`src/rtl/poker_pkg.sv`:
```
// Card encoding constants and helpers for the poker datapath.
// A card is {suit[1:0], rank[3:0]} with ranks 2..14 (ace high).
package poker_pkg;

    localparam int CARD_W    = 6;
    localparam int DECK_SIZE = 52;
    localparam int RANK_MIN  = 2;
    localparam int RANK_ACE  = 14;
    localparam int SUIT_MSB  = 5;
    localparam int SUIT_LSB  = 4;
    localparam int RANK_MSB  = 3;
    localparam int RANK_LSB  = 0;

    // Card slot layout of the dealt bus: player, dealer, community.
    localparam int SLOT_PLAYER    = 0;
    localparam int N_PLAYER       = 2;
    localparam int SLOT_DEALER    = 2;
    localparam int N_DEALER       = 2;
    localparam int SLOT_COMMUNITY = 4;
    localparam int N_COMMUNITY    = 5;

    localparam logic [15:0] DEFAULT_SEED = 16'hACE1;

    function automatic logic [CARD_W-1:0] index_to_card(input logic [5:0] idx);
        logic [1:0] suit;
        logic [5:0] rem;
        if (idx < 6'd13) begin
            suit = 2'd0;
            rem  = idx;
        end else if (idx < 6'd26) begin
            suit = 2'd1;
            rem  = idx - 6'd13;
        end else if (idx < 6'd39) begin
            suit = 2'd2;
            rem  = idx - 6'd26;
        end else begin
            suit = 2'd3;
            rem  = idx - 6'd39;
        end
        return {suit, rem[3:0] + 4'(RANK_MIN)};
    endfunction

endpackage

```
`src/rtl/card_dealer_if.sv`:
```
// Request/result bundle between the game controller (master) and the dealer (slave).
interface card_dealer_if #(
    parameter int NUM_CARDS = 9
);
    logic                     draw_card;
    logic                     seed_load;
    logic [15:0]              seed;
    logic [6*NUM_CARDS-1:0]   dealt_cards;
    logic                     all_cards_dealt;
    logic [3:0]               dealt_count;
    logic                     busy;

    modport master (
        output draw_card, seed_load, seed,
        input  dealt_cards, all_cards_dealt, dealt_count, busy
    );

    modport slave (
        input  draw_card, seed_load, seed,
        output dealt_cards, all_cards_dealt, dealt_count, busy
    );
endinterface

```
`src/rtl/lfsr16.sv`:
```
// Free-running Fibonacci LFSR (x^16+x^14+x^13+x^11+1) with a seed load port.
// A zero seed would lock the register, so it is replaced by the default seed.
module lfsr16
    import poker_pkg::*;
#(
    parameter logic [15:0] SEED = DEFAULT_SEED
) (
    input  logic        clk,
    input  logic        rst_n,
    input  logic        load_i,
    input  logic [15:0] seed_i,
    output logic [5:0]  cand_o
);
    localparam logic [15:0] SEED_EFF = (SEED == 16'h0000) ? DEFAULT_SEED : SEED;

    logic [15:0] lfsr_q, lfsr_d;

    always_comb begin
        if (load_i) begin
            lfsr_d = (seed_i == 16'h0000) ? SEED_EFF : seed_i;
        end else begin
            lfsr_d = {lfsr_q[14:0], lfsr_q[15] ^ lfsr_q[13] ^ lfsr_q[12] ^ lfsr_q[10]};
        end
    end

    always_ff @(posedge clk or negedge rst_n) begin
        if (!rst_n) lfsr_q <= SEED_EFF;
        else        lfsr_q <= lfsr_d;
    end

    assign cand_o = lfsr_q[5:0];
endmodule

```
`src/rtl/card_dealer.sv`:
```
// Deals NUM_CARDS distinct cards from a 52-card deck, one LFSR candidate per cycle,
// with a lowest-unused-card fallback after MAX_REJECT consecutive rejects.
module card_dealer
    import poker_pkg::*;
#(
    parameter int          NUM_CARDS  = 9,
    parameter logic [15:0] LFSR_SEED  = 16'hACE1,
    parameter int          MAX_REJECT = 7
) (
    input logic           clk,
    input logic           reset_n,
    card_dealer_if.slave  bus
);
    localparam int DW = CARD_W * NUM_CARDS;
    localparam int RW = $clog2(MAX_REJECT + 2);

    localparam logic [1:0] S_IDLE  = 2'd0;
    localparam logic [1:0] S_CLEAR = 2'd1;
    localparam logic [1:0] S_DRAW  = 2'd2;
    localparam logic [1:0] S_DONE  = 2'd3;

    logic [1:0]        state_q, state_d;
    logic [63:0]       used_q, used_d;
    logic [DW-1:0]     cards_q, cards_d;
    logic [3:0]        count_q, count_d;
    logic [RW-1:0]     rej_q, rej_d;
    logic              done_q, done_d;

    logic [5:0]        cand;
    logic [5:0]        scan_idx;
    logic [5:0]        pick_idx;
    logic              rand_ok;
    logic              rej_over;
    logic              take;
    logic [CARD_W-1:0] card;
    logic [CARD_W-1:0] card_rev;

    lfsr16 #(.SEED(LFSR_SEED)) u_lfsr (
        .clk    (clk),
        .rst_n  (reset_n),
        .load_i (bus.seed_load),
        .seed_i (bus.seed),
        .cand_o (cand)
    );

    // Descending scan so the lowest unused index wins.
    always_comb begin
        scan_idx = '0;
        for (int i = DECK_SIZE - 1; i >= 0; i--) begin
            if (!used_q[i]) scan_idx = 6'(i);
        end
    end

    always_comb begin
        rand_ok  = (cand < 6'(DECK_SIZE)) && !used_q[cand];
        rej_over = (rej_q == RW'(MAX_REJECT));
        take     = rand_ok || rej_over;
        pick_idx = rand_ok ? cand : scan_idx;
        card     = index_to_card(pick_idx);
        card_rev = '0;
        for (int j = 0; j < CARD_W; j++) card_rev[j] = card[CARD_W-1-j];
    end

    always_comb begin
        state_d = state_q;
        used_d  = used_q;
        cards_d = cards_q;
        count_d = count_q;
        rej_d   = rej_q;
        done_d  = done_q;
        case (state_q)
            S_IDLE: begin
                if (bus.draw_card) state_d = S_CLEAR;
            end
            S_CLEAR: begin
                used_d  = '0;
                cards_d = '0;
                count_d = '0;
                rej_d   = '0;
                done_d  = 1'b0;
                state_d = bus.draw_card ? S_DRAW : S_IDLE;
            end
            S_DRAW: begin
                if (!bus.draw_card) begin
                    state_d = S_IDLE;
                    count_d = '0;
                end else if (take) begin
                    for (int k = 0; k < NUM_CARDS; k++) begin
                        if (4'(k) == count_q) cards_d[k*CARD_W +: CARD_W] = card_rev;
                    end
                    used_d[pick_idx] = 1'b1;
                    count_d          = count_q + 4'd1;
                    rej_d            = '0;
                    if (count_q == 4'(NUM_CARDS - 1)) state_d = S_DONE;
                end else begin
                    rej_d = rej_q + 1'b1;
                end
            end
            S_DONE: begin
                // Flag follows the request; dropping it acknowledges and returns to idle.
                done_d = bus.draw_card;
                if (!bus.draw_card) state_d = S_IDLE;
            end
            default: state_d = S_IDLE;
        endcase
    end

    always_ff @(posedge clk or negedge reset_n) begin
        if (!reset_n) begin
            state_q <= S_IDLE;
            used_q  <= '0;
            cards_q <= '0;
            count_q <= '0;
            rej_q   <= '0;
            done_q  <= 1'b0;
        end else begin
            state_q <= state_d;
            used_q  <= used_d;
            cards_q <= cards_d;
            count_q <= count_d;
            rej_q   <= rej_d;
            done_q  <= done_d;
        end
    end

    assign bus.dealt_cards     = cards_q;
    assign bus.all_cards_dealt = done_q;
    assign bus.dealt_count     = count_q;
    assign bus.busy            = (state_q == S_CLEAR) || (state_q == S_DRAW);
endmodule

```
`src/flat_wrapper.sv`:
```
// flat-port wrapper written by rule: the top's interface ports become plain ports
module card_dealer_flat import poker_pkg::*;
#(
    parameter int          NUM_CARDS  = 9,
    parameter logic [15:0] LFSR_SEED  = 16'hACE1,
    parameter int          MAX_REJECT = 7
)
  (clk, reset_n, bus_draw_card, bus_seed_load, bus_seed, bus_dealt_cards, bus_all_cards_dealt, bus_dealt_count, bus_busy);
  card_dealer_if #(.NUM_CARDS(NUM_CARDS)) bus_i ();
  input logic clk;
  input logic reset_n;
  input wire logic [$bits(bus_i.draw_card)-1:0] bus_draw_card;
  input wire logic [$bits(bus_i.seed_load)-1:0] bus_seed_load;
  input wire logic [$bits(bus_i.seed)-1:0] bus_seed;
  output wire logic [$bits(bus_i.dealt_cards)-1:0] bus_dealt_cards;
  output wire logic [$bits(bus_i.all_cards_dealt)-1:0] bus_all_cards_dealt;
  output wire logic [$bits(bus_i.dealt_count)-1:0] bus_dealt_count;
  output wire logic [$bits(bus_i.busy)-1:0] bus_busy;
  assign bus_i.draw_card = bus_draw_card;
  assign bus_i.seed_load = bus_seed_load;
  assign bus_i.seed = bus_seed;
  assign bus_dealt_cards = bus_i.dealt_cards;
  assign bus_all_cards_dealt = bus_i.all_cards_dealt;
  assign bus_dealt_count = bus_i.dealt_count;
  assign bus_busy = bus_i.busy;
  card_dealer #(.NUM_CARDS(NUM_CARDS), .LFSR_SEED(LFSR_SEED), .MAX_REJECT(MAX_REJECT)) u_core (.clk(clk), .reset_n(reset_n), .bus(bus_i));
endmodule
```
`config.mk`:
```
export PLATFORM = sky130hd
export DESIGN_NAME = card_dealer_flat
export DESIGN_NICKNAME = d
export VERILOG_FILES = /design/src/rtl/poker_pkg.sv /design/src/rtl/card_dealer_if.sv /design/src/rtl/lfsr16.sv /design/src/rtl/card_dealer.sv /design/src/flat_wrapper.sv
export SDC_FILE = /design/constraint.sdc
export NUM_CORES = 1
export LEC_CHECK = 0
export BUFFER_PORTS_ARGS = -buffer_cell sky130_fd_sc_hd__buf_2
export CAP_MARGIN = 20
export CORE_AREA = 2 2 115 117
export DETAILED_ROUTE_END_ITERATION = 10
export DIE_AREA = 0 0 117 119
export PLACE_DENSITY_LB_ADDON = 0.05
export SLEW_MARGIN = 10
export SYNTH_ARGS = -nofsm -noshare
export SYNTH_HDL_FRONTEND = slang
export SYNTH_SLANG_ARGS = --single-unit
```
`constraint.sdc`:
```
create_clock -name clk -period 7.1 [get_ports clk]
set_input_delay 0.71 -clock clk [delete_from_list [all_inputs] [get_ports clk]]
set_output_delay 0.71 -clock clk [all_outputs]
set_load 0.1 [all_outputs]
```
==> flow_summary.ini <==
[grt]
grt_antenna_before_repair = 0
grt_use_total_pct = 29.1
grt_pass1_wl_mm = 31.2
grt_pass1_vias = 6137
grt-ovfl-total = 0
grt_max_degree = 78

[placement]
port_buffers = 79
dp.final_hpwl_mm = 13.3
dpl_cell_area_um2 = 7790
gp_congestion = 0.953
post-place-ws_ns = 1.36

[clocking]
tritoncts = done
cts_resized = 0
holdBufCountCts = 0
cts_buffers = 17
clock_latency_ns = 0.43
clk_pin_slew_ns = 0.06
cts_buffer_depth = 2
post_cts_buffers = 0
clock_sinks = 133
cts_root_buf = clkbuf_16
h-tree-depth = 4

[power]
power_density_nw_per_um2 = 370
p_total_mw = 3.11
ir_drop_mv = 0.300
leakagePower_nw = 3.87

[synthesis]
synth_cell_types = 80
syn-num-nets = 778
syn_area_per_cell_um2 = 9.86
synthesis.instances = 740
ys.flop_type = dfrtp_1
synth.area.top_cells = dfrtp_1, a21oi_1, nor2_1
yosysWarnings = 0
synth.largest_area_cell = dfrtp_1
synthesis.area_um2 = 7290
ys_ff_latch = 133
async_flop_share_pct = 100
synth_top_area_share_pct = 42.9
synth-seq-area-share_pct = 45.8
synth_edf_count = 0

[drt]
routedWlPerCell_um = 19.2
dr.max_layer_used = met4
ant_nets = 0
drt-total-wl_mm = 19.3
dr_wl_met2_mm = 9.24
drt_iter0_drc = 596
m1WireLength_mm = 8.21
wl_met3_mm = 1.15
via_per_inst = 6.13
vias = 6154
drcViolationCount = 0
drt-pass1-iter-count = 5

[timing]
fin_ws_ns = 1.22
fin_skew_ns = 0.00964
worstMarginPinSlew_ns = 1.06
period_needed_ns = 5.88
final_max_slew_viol_count = 0
setup_violations = 0
period_share_pct = 82.8
setup_tns_ns = 0
clock.fmax_mhz = 170
hold_viol = 0
rsz0062_at_grt = false
maxSlewHeadroom_pct = 29.4

[worst_setup_path]
critPathCaptureType = flip-flop
worstSetupStartpointType = flip-flop
worstRegToRegCells = 17
worstPathArrival_ns = 6.23
crit_path_max_fanout = 24
critPathRequiredTime_ns = 7.45
criticalPathCategory = flip-flop to flip-flop

[die]
pin_count = 80
die_width_um = 117
num_rows = 42
die_h_um = 119
dieArea_um2 = 13900
coreArea_um2 = 12900
initial_core_util_pct = 56.6

[run]
cap_violations = 0

[cells_and_area]
fin_area_um2 = 8420
antenna_cells = 0
drive_gt1_share_pct = 23.3
fin_nets = 853
syn_to_final_growth_pct = 15.5
final_common_cell = dfrtp_1
fillCellCount = 1044
final_cell_mix = dfrtp_1, nor2_1, buf_2, a21oi_1, nand2_1

[min_path]
hold_class = input port to asynchronous set/reset pin

[outcome]
status = complete, no violations
==> power by group <==
group | switching [mW] | internal, mW
registers | 0.102 | 0.851
clock network | 0.362 | 0.536
logic | 0.977 | 0.287
total | 1.44 | 1.67
==> per-layer routing <==
metal  up-vias  track usage, %
li1       2854               -
met1      3018            39.0
met2       234            44.4
met3        48            6.51
met4         0            14.9
met5         -               0
==> per-stage QoR <==
stage	hold slack, ns	instances	util (%)
after global placement	0.457	971	60.5
after CTS	0.350	1003	65.2
after global routing	0.391	1004	65.4
after detailed placement	0.464	971	60.5
after floorplan	0.414	740	-
final	0.334	1004	65.4
==> synth_stat cells, drive strengths merged, types with 9 or more instances <==
cell and count:
mux2 27, a31oi 13, o21ai 54, clkbuf 20, mux4 9, mux2i 17
inv 25, nand4 15, o211ai 11, nand2 69, dfrtp 125, ha 18
nand3 30, nor2 96, a21oi 78
==> critical path, stage by stage (launching register included) <==
cell and delay (ns):
dfstp_2 0.99, mux4_2 0.59, nand3b_1 0.19, a21boi_1 0.18
a32oi_2 0.28, buf_4 0.32, nor2b_1 0.18, a31oi_1 0.11
ha_1 0.30, a2111oi_0 0.39, a311o_1 0.36, inv_1 0.08
a221oi_1 0.32, a22oi_2 0.24, ha_1 0.33, nor4_4 0.57
o21ai_0 0.26, o211ai_2 0.11
==> registers in the layout (all words and copies together), names as in the netlist <==
register and cells:
u_core.bus.dealt_cards 54, u_core.rej_q 4, u_core.u_lfsr.lfsr_q 16, u_core.bus.dealt_count 4, u_core.state_q 2, u_core.bus.all_cards_dealt 1
u_core.used_q 52
==> logic make-up after synthesis <==
logic type | share of synthesized area (%)
XOR/XNOR | 0.600
AO/OA/AOI/OAI | 19.8
multiplexers | 9.56
buffers and inverters | 3.45
adder cells (fa/ha/maj) | 3.09
AND/OR/NAND/NOR | 17.7
flip-flops | 45.8
==> layout make-up <==
class	count	area, um^2	area share, %
clock buffer	18	439	5.21
clock inverter	14	164	1.95
inverter	25	93.8	1.11
multi-input combinational	554	3710	44.1
sequential	133	3340	39.6
tap	176	220	2.61
timing repair buffer	84	455	5.41
==> final timing paths <==
path	start	to	slack [ns]
max in group asynchronous	reset_n	u_core.used_q[6]	5.73
min reg2reg	u_core.bus.dealt_cards[51]	u_core.bus.dealt_cards[51]	0.48
min in group clk	u_core.bus.dealt_cards[51]	u_core.bus.dealt_cards[51]	0.48
max reg2reg	u_core.u_lfsr.lfsr_q[0]	u_core.bus.dealt_cards[32]	1.22
max	u_core.u_lfsr.lfsr_q[0]	u_core.bus.dealt_cards[32]	1.22
min	reset_n	u_core.used_q[50]	0.33
(Power assumes the default switching activity.)
